`src/rtl/truth_table_sweeper_if.sv`:
```
// Bus between the truth-table sweeper and its environment: control handshake,
// the pqrs/tt link to the function block, results and an FSM debug view.
interface truth_table_sweeper_if;
    // start is a one-cycle request, accepted only while busy==0 and done==0;
    // busy stays high until the sweep ends, and done pulses for exactly one cycle.
    logic        start;
    logic        tt;
    logic        pp;
    logic        qq;
    logic        rr;
    logic        ss;
    logic        busy;
    logic        done;
    logic        pass;
    logic [15:0] captured;
    logic [4:0]  err_count;
    logic [3:0]  first_err;
    logic [1:0]  state_dbg;

    modport master (
        input  start, tt,
        output pp, qq, rr, ss, busy, done, pass, captured, err_count, first_err, state_dbg
    );

    modport slave (
        output start, tt,
        input  pp, qq, rr, ss, busy, done, pass, captured, err_count, first_err, state_dbg
    );
endinterface

```
`src/rtl/truth_table_sweeper.sv`:
```
// Steps a 4-input function block through pqrs = 0..15 and checks tt against EXPECTED.
// Optional macro SWEEP_STOP_ON_ERR_EN: end the sweep at the first mismatching vector.
module truth_table_sweeper #(
    parameter int unsigned SETTLE_CYCLES = 4,
    parameter logic [15:0] EXPECTED      = 16'h4644
) (
    input  logic                  clk,
    input  logic                  reset,
    truth_table_sweeper_if.master sw
);
    typedef enum logic [1:0] {IDLE, APPLY, SAMPLE, FIN} state_t;

    localparam logic [7:0] CNT_LOAD = 8'(SETTLE_CYCLES - 1);

    state_t      state;
    state_t      state_nxt;
    logic [3:0]  idx;
    logic [7:0]  cnt;
    logic [15:0] captured;
    logic [4:0]  err_count;
    logic [3:0]  first_err;
    logic        pass;
    logic        mismatch;

    assign mismatch = (sw.tt != EXPECTED[idx]);

    always_ff @(posedge clk) begin
        if (reset) state <= IDLE;
        else       state <= state_nxt;
    end

    always_comb begin
        state_nxt = state;
        case (state)
            IDLE:   if (sw.start) state_nxt = APPLY;
            APPLY:  if (cnt == 8'd0) state_nxt = SAMPLE;
            SAMPLE: begin
`ifdef SWEEP_STOP_ON_ERR_EN
                if (mismatch || idx == 4'd15) state_nxt = FIN;
                else                          state_nxt = APPLY;
`else
                if (idx == 4'd15) state_nxt = FIN;
                else              state_nxt = APPLY;
`endif
            end
            FIN:    state_nxt = IDLE;
            default: state_nxt = IDLE;
        endcase
    end

    // idx doubles as the registered pqrs vector; it returns to 0 in FIN and on reset.
    always_ff @(posedge clk) begin
        if (reset) begin
            idx       <= 4'd0;
            cnt       <= 8'd0;
            captured  <= 16'd0;
            err_count <= 5'd0;
            first_err <= 4'd0;
            pass      <= 1'b0;
        end else begin
            case (state)
                IDLE: begin
                    if (sw.start) begin
                        idx       <= 4'd0;
                        cnt       <= CNT_LOAD;
                        captured  <= 16'd0;
                        err_count <= 5'd0;
                        first_err <= 4'd0;
                        pass      <= 1'b0;
                    end
                end
                APPLY: begin
                    if (cnt != 8'd0) cnt <= cnt - 8'd1;
                end
                SAMPLE: begin
                    captured[idx] <= sw.tt;
                    if (mismatch) begin
                        err_count <= err_count + 5'd1;
                        if (err_count == 5'd0) first_err <= idx;
                    end
                    if (state_nxt == APPLY) begin
                        idx <= idx + 4'd1;
                        cnt <= CNT_LOAD;
                    end
                end
                FIN: begin
                    pass <= (err_count == 5'd0);
                    idx  <= 4'd0;
                end
                default: ;
            endcase
        end
    end

    assign {sw.pp, sw.qq, sw.rr, sw.ss} = idx;
    assign sw.busy      = (state == APPLY) || (state == SAMPLE);
    assign sw.done      = (state == FIN);
    assign sw.pass      = pass;
    assign sw.captured  = captured;
    assign sw.err_count = err_count;
    assign sw.first_err = first_err;
    assign sw.state_dbg = state;
endmodule

```
`src/flat_wrapper.sv`:
```
// flat-port wrapper written by rule: the top's interface ports become plain ports
module truth_table_sweeper_flat 
#(
    parameter int unsigned SETTLE_CYCLES = 4,
    parameter logic [15:0] EXPECTED      = 16'h4644
)
  (clk, reset, sw_start, sw_tt, sw_pp, sw_qq, sw_rr, sw_ss, sw_busy, sw_done, sw_pass, sw_captured, sw_err_count, sw_first_err, sw_state_dbg);
  truth_table_sweeper_if sw_i ();
  input  logic clk;
  input  logic reset;
  input wire logic [$bits(sw_i.start)-1:0] sw_start;
  input wire logic [$bits(sw_i.tt)-1:0] sw_tt;
  output wire logic [$bits(sw_i.pp)-1:0] sw_pp;
  output wire logic [$bits(sw_i.qq)-1:0] sw_qq;
  output wire logic [$bits(sw_i.rr)-1:0] sw_rr;
  output wire logic [$bits(sw_i.ss)-1:0] sw_ss;
  output wire logic [$bits(sw_i.busy)-1:0] sw_busy;
  output wire logic [$bits(sw_i.done)-1:0] sw_done;
  output wire logic [$bits(sw_i.pass)-1:0] sw_pass;
  output wire logic [$bits(sw_i.captured)-1:0] sw_captured;
  output wire logic [$bits(sw_i.err_count)-1:0] sw_err_count;
  output wire logic [$bits(sw_i.first_err)-1:0] sw_first_err;
  output wire logic [$bits(sw_i.state_dbg)-1:0] sw_state_dbg;
  assign sw_i.start = sw_start;
  assign sw_i.tt = sw_tt;
  assign sw_pp = sw_i.pp;
  assign sw_qq = sw_i.qq;
  assign sw_rr = sw_i.rr;
  assign sw_ss = sw_i.ss;
  assign sw_busy = sw_i.busy;
  assign sw_done = sw_i.done;
  assign sw_pass = sw_i.pass;
  assign sw_captured = sw_i.captured;
  assign sw_err_count = sw_i.err_count;
  assign sw_first_err = sw_i.first_err;
  assign sw_state_dbg = sw_i.state_dbg;
  truth_table_sweeper #(.SETTLE_CYCLES(SETTLE_CYCLES), .EXPECTED(EXPECTED)) u_core (.clk(clk), .reset(reset), .sw(sw_i));
endmodule
```
`config.mk`:
```
export PLATFORM = sky130hd
export DESIGN_NAME = truth_table_sweeper_flat
export DESIGN_NICKNAME = d
export VERILOG_FILES = /design/src/rtl/truth_table_sweeper_if.sv /design/src/rtl/truth_table_sweeper.sv /design/src/flat_wrapper.sv
export SDC_FILE = /design/constraint.sdc
export NUM_CORES = 1
export LEC_CHECK = 0
export CORE_MARGIN = 4
export CORE_UTILIZATION = 47
export CTS_BUF_LIST = sky130_fd_sc_hd__clkbuf_16
export CTS_CLUSTER_DIAMETER = 50
export CTS_CLUSTER_SIZE = 24
export DETAILED_ROUTE_END_ITERATION = 10
export GPL_TIMING_DRIVEN = 0
export HOLD_SLACK_MARGIN = 0.06
export PLACE_DENSITY = 0.75
export SYNTH_ARGS = -nofsm -noshare
export SYNTH_HDL_FRONTEND = slang
export SYNTH_SLANG_ARGS = --single-unit
```
`constraint.sdc`:
```
create_clock -name clk -period 2.02 [get_ports clk]
set_input_delay 0.505 -clock clk [delete_from_list [all_inputs] [get_ports clk]]
set_output_delay 0.505 -clock clk [all_outputs]
set_load 0.05 [all_outputs]
```
==> After elaboration in Yosys (flattened, before gate mapping) <==
Memories as Yosys holds them, arrays and structs flattened. A register that Yosys moved wholly into a read port is not among the register bits.
Cells that the tools add are included.
{ "totals": {"reg_bits": 40, "rom_bits": 16, "inputBits": 4, "output_inout_bits": 34, "elab_cells": 67, "n_memories": 1} }
{ "memory_table": {"columns": ["name", "depth", "width", "read_ports", "rd_clocked_by_memory_dff", "write_ports", "line", "rtl"], "rows": [
  ["(name not given)", 16, 1, 1, 1, 0, "truth_table_sweeper.sv:25", "assign mismatch = (sw.tt != EXPECTED[idx]);"]
]} }
{ "classes": {"add_sub_neg": 3, "order_cmp": 2, "n_eq_ne": 11, "muxes": 27, "n_reduce_logical": 16} }
{ "ops": {"columns": ["op", "n"], "rows": [
  ["one-hot mux 16 bit (2 select lines)", 1],
  ["two-way mux 4 bit", 6],
  ["two-way mux 8 bit", 3],
  ["one-hot mux 8 bit (3 select lines)", 1],
  ["bitwise mux 16 bit", 1],
  ["two-way mux 16 bit", 1],
  ["one-hot mux 4 bit (3 select lines)", 1],
  ["two-way mux 5 bit", 2],
  ["one-hot mux 5 bit (2 select lines)", 1],
  ["zero test 8 bit", 1],
  ["!= test 2 x 1 -> 1 bit (second input constant)", 4],
  ["one-hot mux 2 bit (4 select lines)", 1],
  ["one-hot mux 4 bit (2 select lines)", 1],
  ["AND reduction 4 bit", 2],
  ["nonzero test 8 bit", 1],
  ["subtractor 8 x 1 -> 8 bit (second input constant)", 1],
  ["two-way mux 2 bit", 3],
  ["AND reduction 3 bit", 2],
  ["nonzero test 3 bit", 2],
  ["adder 5 x 1 -> 5 bit (second input constant)", 1],
  ["zero test 5 bit", 1],
  ["< comparator 4 x 5 -> 1 bit (second input constant)", 1],
  ["adder 4 x 1 -> 4 bit (second input constant)", 1],
  ["demux 1 bit (select 4 bit)", 1],
  ["13 further kinds", 19]
]} }

==> Depth between registers and ports, before layout <==
{ "logic_depth": {"depth_word": 8, "ltp_mapped": 12, "ltp_nobuf": 11} }

==> Worst setup path after synthesis <==
Ideal clock, no wire load.
{ "synth_timing": {"path_kind": "register to register", "start": "reg u_core.state[0], in the netlist u_core.sw.state_dbg[0]", "end": "reg (tool-made name)", "t_arrival_ps": 2577, "required_ps": 1948, "slack_ps": -629, "stages_incl_launch_ff": 10, "n_path_buf": 1, "synth_period_minus_slack_ps": 2649, "path_cell_list": "dfxtp_1 -> inv_1 -> ha_1 -> buf_6 -> nand4_1 -> a22oi_1 -> and2_4 -> or4_1 -> a311oi_2 -> mux2i_1"} }
{ "synth_lines": {"columns": ["element", "line", "rtl"], "rows": [
  ["start: declaration", "truth_table_sweeper.sv:15", "state_t state;"],
  ["start signal: assignment", "truth_table_sweeper.sv:29", "else state <= state_nxt;"]
]} }

==> metrics <==
run status finished, violations left; violated checks negative setup slack; area inside the core boundary 0.004384 mm^2; worst-case clock buffer depth 2; total clock buffers created by CTS 5; Register-to-Register Setup Slack -0.15 ns; maximum capacitance violations 0; cell type with the largest total area after synthesis sky130_fd_sc_hd__dfxtp_1; depth of the worst register-to-register path 8; Slowest cell on crit path sky130_fd_sc_hd__or4_4; top cell type's share of synthesized area 0.3812; category of the worst setup path capture point flop; path type of the worst setup path reg -> reg; highest achievable clock rate 461.5 MHz; min-delay worst type reg -> reg; Synthesized Nets 277; post-synthesis async set-or-reset flop share 0; most used cells in the layout excluding fill and tap cells 38 x sky130_fd_sc_hd__a21oi_1, 32 x sky130_fd_sc_hd__dfxtp_1, 27 x sky130_fd_sc_hd__nand2_1; library cell used as clock root buffer sky130_fd_sc_hd__clkbuf_16; PortBufs 37; GP Congestion 0.8132; flip-flop and latch count after synthesis 41; Seq/Total Area, Yosys 0.3812; number of search-and-repair iterations in the first detailed-routing pass 4; Mapped Cells 261; Post-Route WL 5.311 mm; family with the most delay on the worst path simple AND/OR/NAND/NOR gates; number of pins with negative max-slew slack in the final report 0; actual transition at the worst max-transition pin 0.5530 ns; Cell variety after synth 47; Post-DRT Antenna Nets 0; cells traversed along the worst timing path inv_4 -> ha_4 -> nand4_1 -> o311ai_4 -> and2_4 -> or4_4 -> a311oi_2 -> mux2i_1; routed len/inst 14.43 um; detailed router's first-iteration violation count 175; sum of buffers and inverters on the critical path 1; count of final setup violators 9; area overhead of the layout relative to synthesis 38.18%; area of the mapped netlist 0.002153 mm^2; TritonCTS clock tree done; final cycle utilization of the critical path 1.073; number of global-route vias before repair 1,893; worst min-delay path startpoint u_core.sw.first_err[1]; top flip-flop cell by instance count after synthesis sky130_fd_sc_hd__dfxtp_1; Critical Path Max Stage Delay 0.51 ns; number of synthesized flops with an enable pin 0; Final Non-Filler Cells 368; number of primary I/O pins 38; CTS hold repair buffers 0; maximum ir drop on the vdd rail 0.9211 mV; terminating pin of the worst hold path u_core.sw.first_err[1]; share of final-layout standard cells stronger than drive strength 1 0.2247; launching point of the worst reg2reg path u_core.sw.state_dbg[0]; final hold violation count 0; leakage power summed over all cells 1.220 nW; total chip power 3.469 mW; DRC viols 0; count of fill cells added during filler insertion 368; initial antenna violation count 0; worst endpoint required time 2.24 ns; Net count, final 331; main area contributors after synthesis sky130_fd_sc_hd__dfxtp_1 38%, sky130_fd_sc_hd__a21oi_1 9.1%, sky130_fd_sc_hd__ha_1 7.0%; Slew HR 0.6279; TritonCTS sink count 41; Die Y 75.69 um; total number of placement rows 24; unrepaired setup endpoints after global routing true; core occupancy in the finished layout 0.6787; Clock transition at path regs 0.06 ns; starting density of the core 0.4912; number of antenna cells inserted 0; arrival time worst endpoint 2.39 ns; vias post-DR 2,033; detailed-route vias per instance 5.524; final critical delay including setup and external delays 2.167 ns; CTS H-Tree Depth 2; Clk Latency, worst-skew pair 0.29 ns; total overflow reported by the global router 0; fin worst setup slack -0.1470 ns; clock tree skew after final layout 0.006660 ns; floorplan die width 75.69 um; kind of launch point of the worst setup path flop; pin count of the biggest net entering global routing 15; Worst Hold Path Cells 2; HPWL Detailed 3.617 mm; wire length of the first global-routing pass 8.562 mm; total global routing track utilization 0.1968; Placed Cells incl. Taps 350; Avg Cell Area, Syn 8.250 um^2; most common cell after layout, fill and taps aside sky130_fd_sc_hd__a21oi_1; crit-path max FO 8; Synth warnings 0; power density of the placed cells 1166 mW/mm^2; area of the die 0.005728 mm^2
[Yosys cell counts (2+ instances only)]
cell                       count
sky130_fd_sc_hd__dfxtp_1      41
sky130_fd_sc_hd__a21oi_1      39
sky130_fd_sc_hd__nand2_1      27
sky130_fd_sc_hd__nor2_1       23
sky130_fd_sc_hd__o21ai_0      19
sky130_fd_sc_hd__ha_1         12
sky130_fd_sc_hd__inv_1        12
sky130_fd_sc_hd__nand4_1      11
sky130_fd_sc_hd__xor2_1        9
sky130_fd_sc_hd__and2_1        8
sky130_fd_sc_hd__clkbuf_1      6
sky130_fd_sc_hd__nand3_1       5
sky130_fd_sc_hd__mux2i_1       4
sky130_fd_sc_hd__buf_6         3
sky130_fd_sc_hd__nand2b_1      3
sky130_fd_sc_hd__nor3_1        3
sky130_fd_sc_hd__a211oi_1      2
sky130_fd_sc_hd__a31oi_1       2
sky130_fd_sc_hd__nand2_2       2
sky130_fd_sc_hd__nor2b_1       2
sky130_fd_sc_hd__o311ai_4      2
[power breakdown]
part	switching, mW	internal, mW
logic	0.895	0.589
clock network	0.339	0.663
registers	0.0834	0.900
[layout make-up]
type / count / area (um^2) / share of cell area
multi-input cells: 194 / 1314 / 0.4415
flip-flops and latches: 41 / 844.6 / 0.2839
clock buffers: 6 / 150.1 / 0.05046
inverters: 13 / 53.80 / 0.01808
clock inverters: 2 / 38.79 / 0.01304
well taps: 52 / 65.06 / 0.02187
plain buffers: 10 / 52.55 / 0.01766
repair buffers: 50 / 456.7 / 0.1535
[logic make-up after synthesis]
logic type | count (synthesis) | share of synthesized area
flip-flops | 41 | 0.3812
adder cells (fa/ha/maj) | 12 | 0.06973
XOR/XNOR | 10 | 0.04068
buffers and inverters | 26 | 0.05868
AND/OR/NAND/NOR | 94 | 0.2196
multiplexers | 4 | 0.01859
AO/OA/AOI/OAI | 74 | 0.2115
[registers in the layout, indices dropped and copies added, names as in the netlist, named ones only]
register,flops
u_core.sw.first_err,4
u_core.sw.captured,16
u_core.sw.pass,1
u_core.idx,4
u_core.sw.err_count,5
u_core.cnt,8
u_core.sw.state_dbg,2
[tightest hold or removal path: cells and delay by family, from the launching register on]
family	cells	cell delay [ns]
flops	1	0.31
simple gates	1	0.05
compound gates	1	0.05
[metrics by stage]
step | area, um^2 | setup WS (ns) | hold slack (ns) | TNS (ns)
global placement | 2641 | -0.6504 | 0.4412 | -11.52
finish | 2975 | -0.1470 | 0.4562 | -0.7682
floorplan | 2206 | -0.1691 | 0.4546 | -0.2289
detailed placement | 2641 | -0.6833 | 0.4478 | -12.01
global route | 2975 | -0.2309 | 0.4882 | -1.527
CTS | 2912 | -0.1809 | 0.4563 | -1.339
[timing repair]
item,CTS,global route
endpoints found under the hold margin,0,0
resized for setup,23,26
pin swaps,11,10
setup endpoints to repair,32,24
setup buffers,8,5
[worst max path at each step]
stage                                      start                      to  depth (start not counted)  slack [ns]
after floorplan           u_core.sw.state_dbg[0]                    flop                          9       -0.17
after global placement                  sw_start  u_core.sw.first_err[3]                          7       -0.65
after detailed placement                sw_start  u_core.sw.first_err[3]                          7       -0.68
after CTS                          u_core.idx[1]                    flop                          8       -0.18
after global routing               u_core.cnt[3]                    flop                          8       -0.23
final                     u_core.sw.state_dbg[0]                    flop                          8       -0.15
[routing by layer]
layer  vias up  GRT usage  part of all wire
met5         -          0                 0
met4         0    0.09515             0.011
met3         8    0.04354             0.062
met2        57     0.2972              0.46
met1       942     0.2658              0.47
li1       1026          -                 -
(Power assumes the default switching activity.)
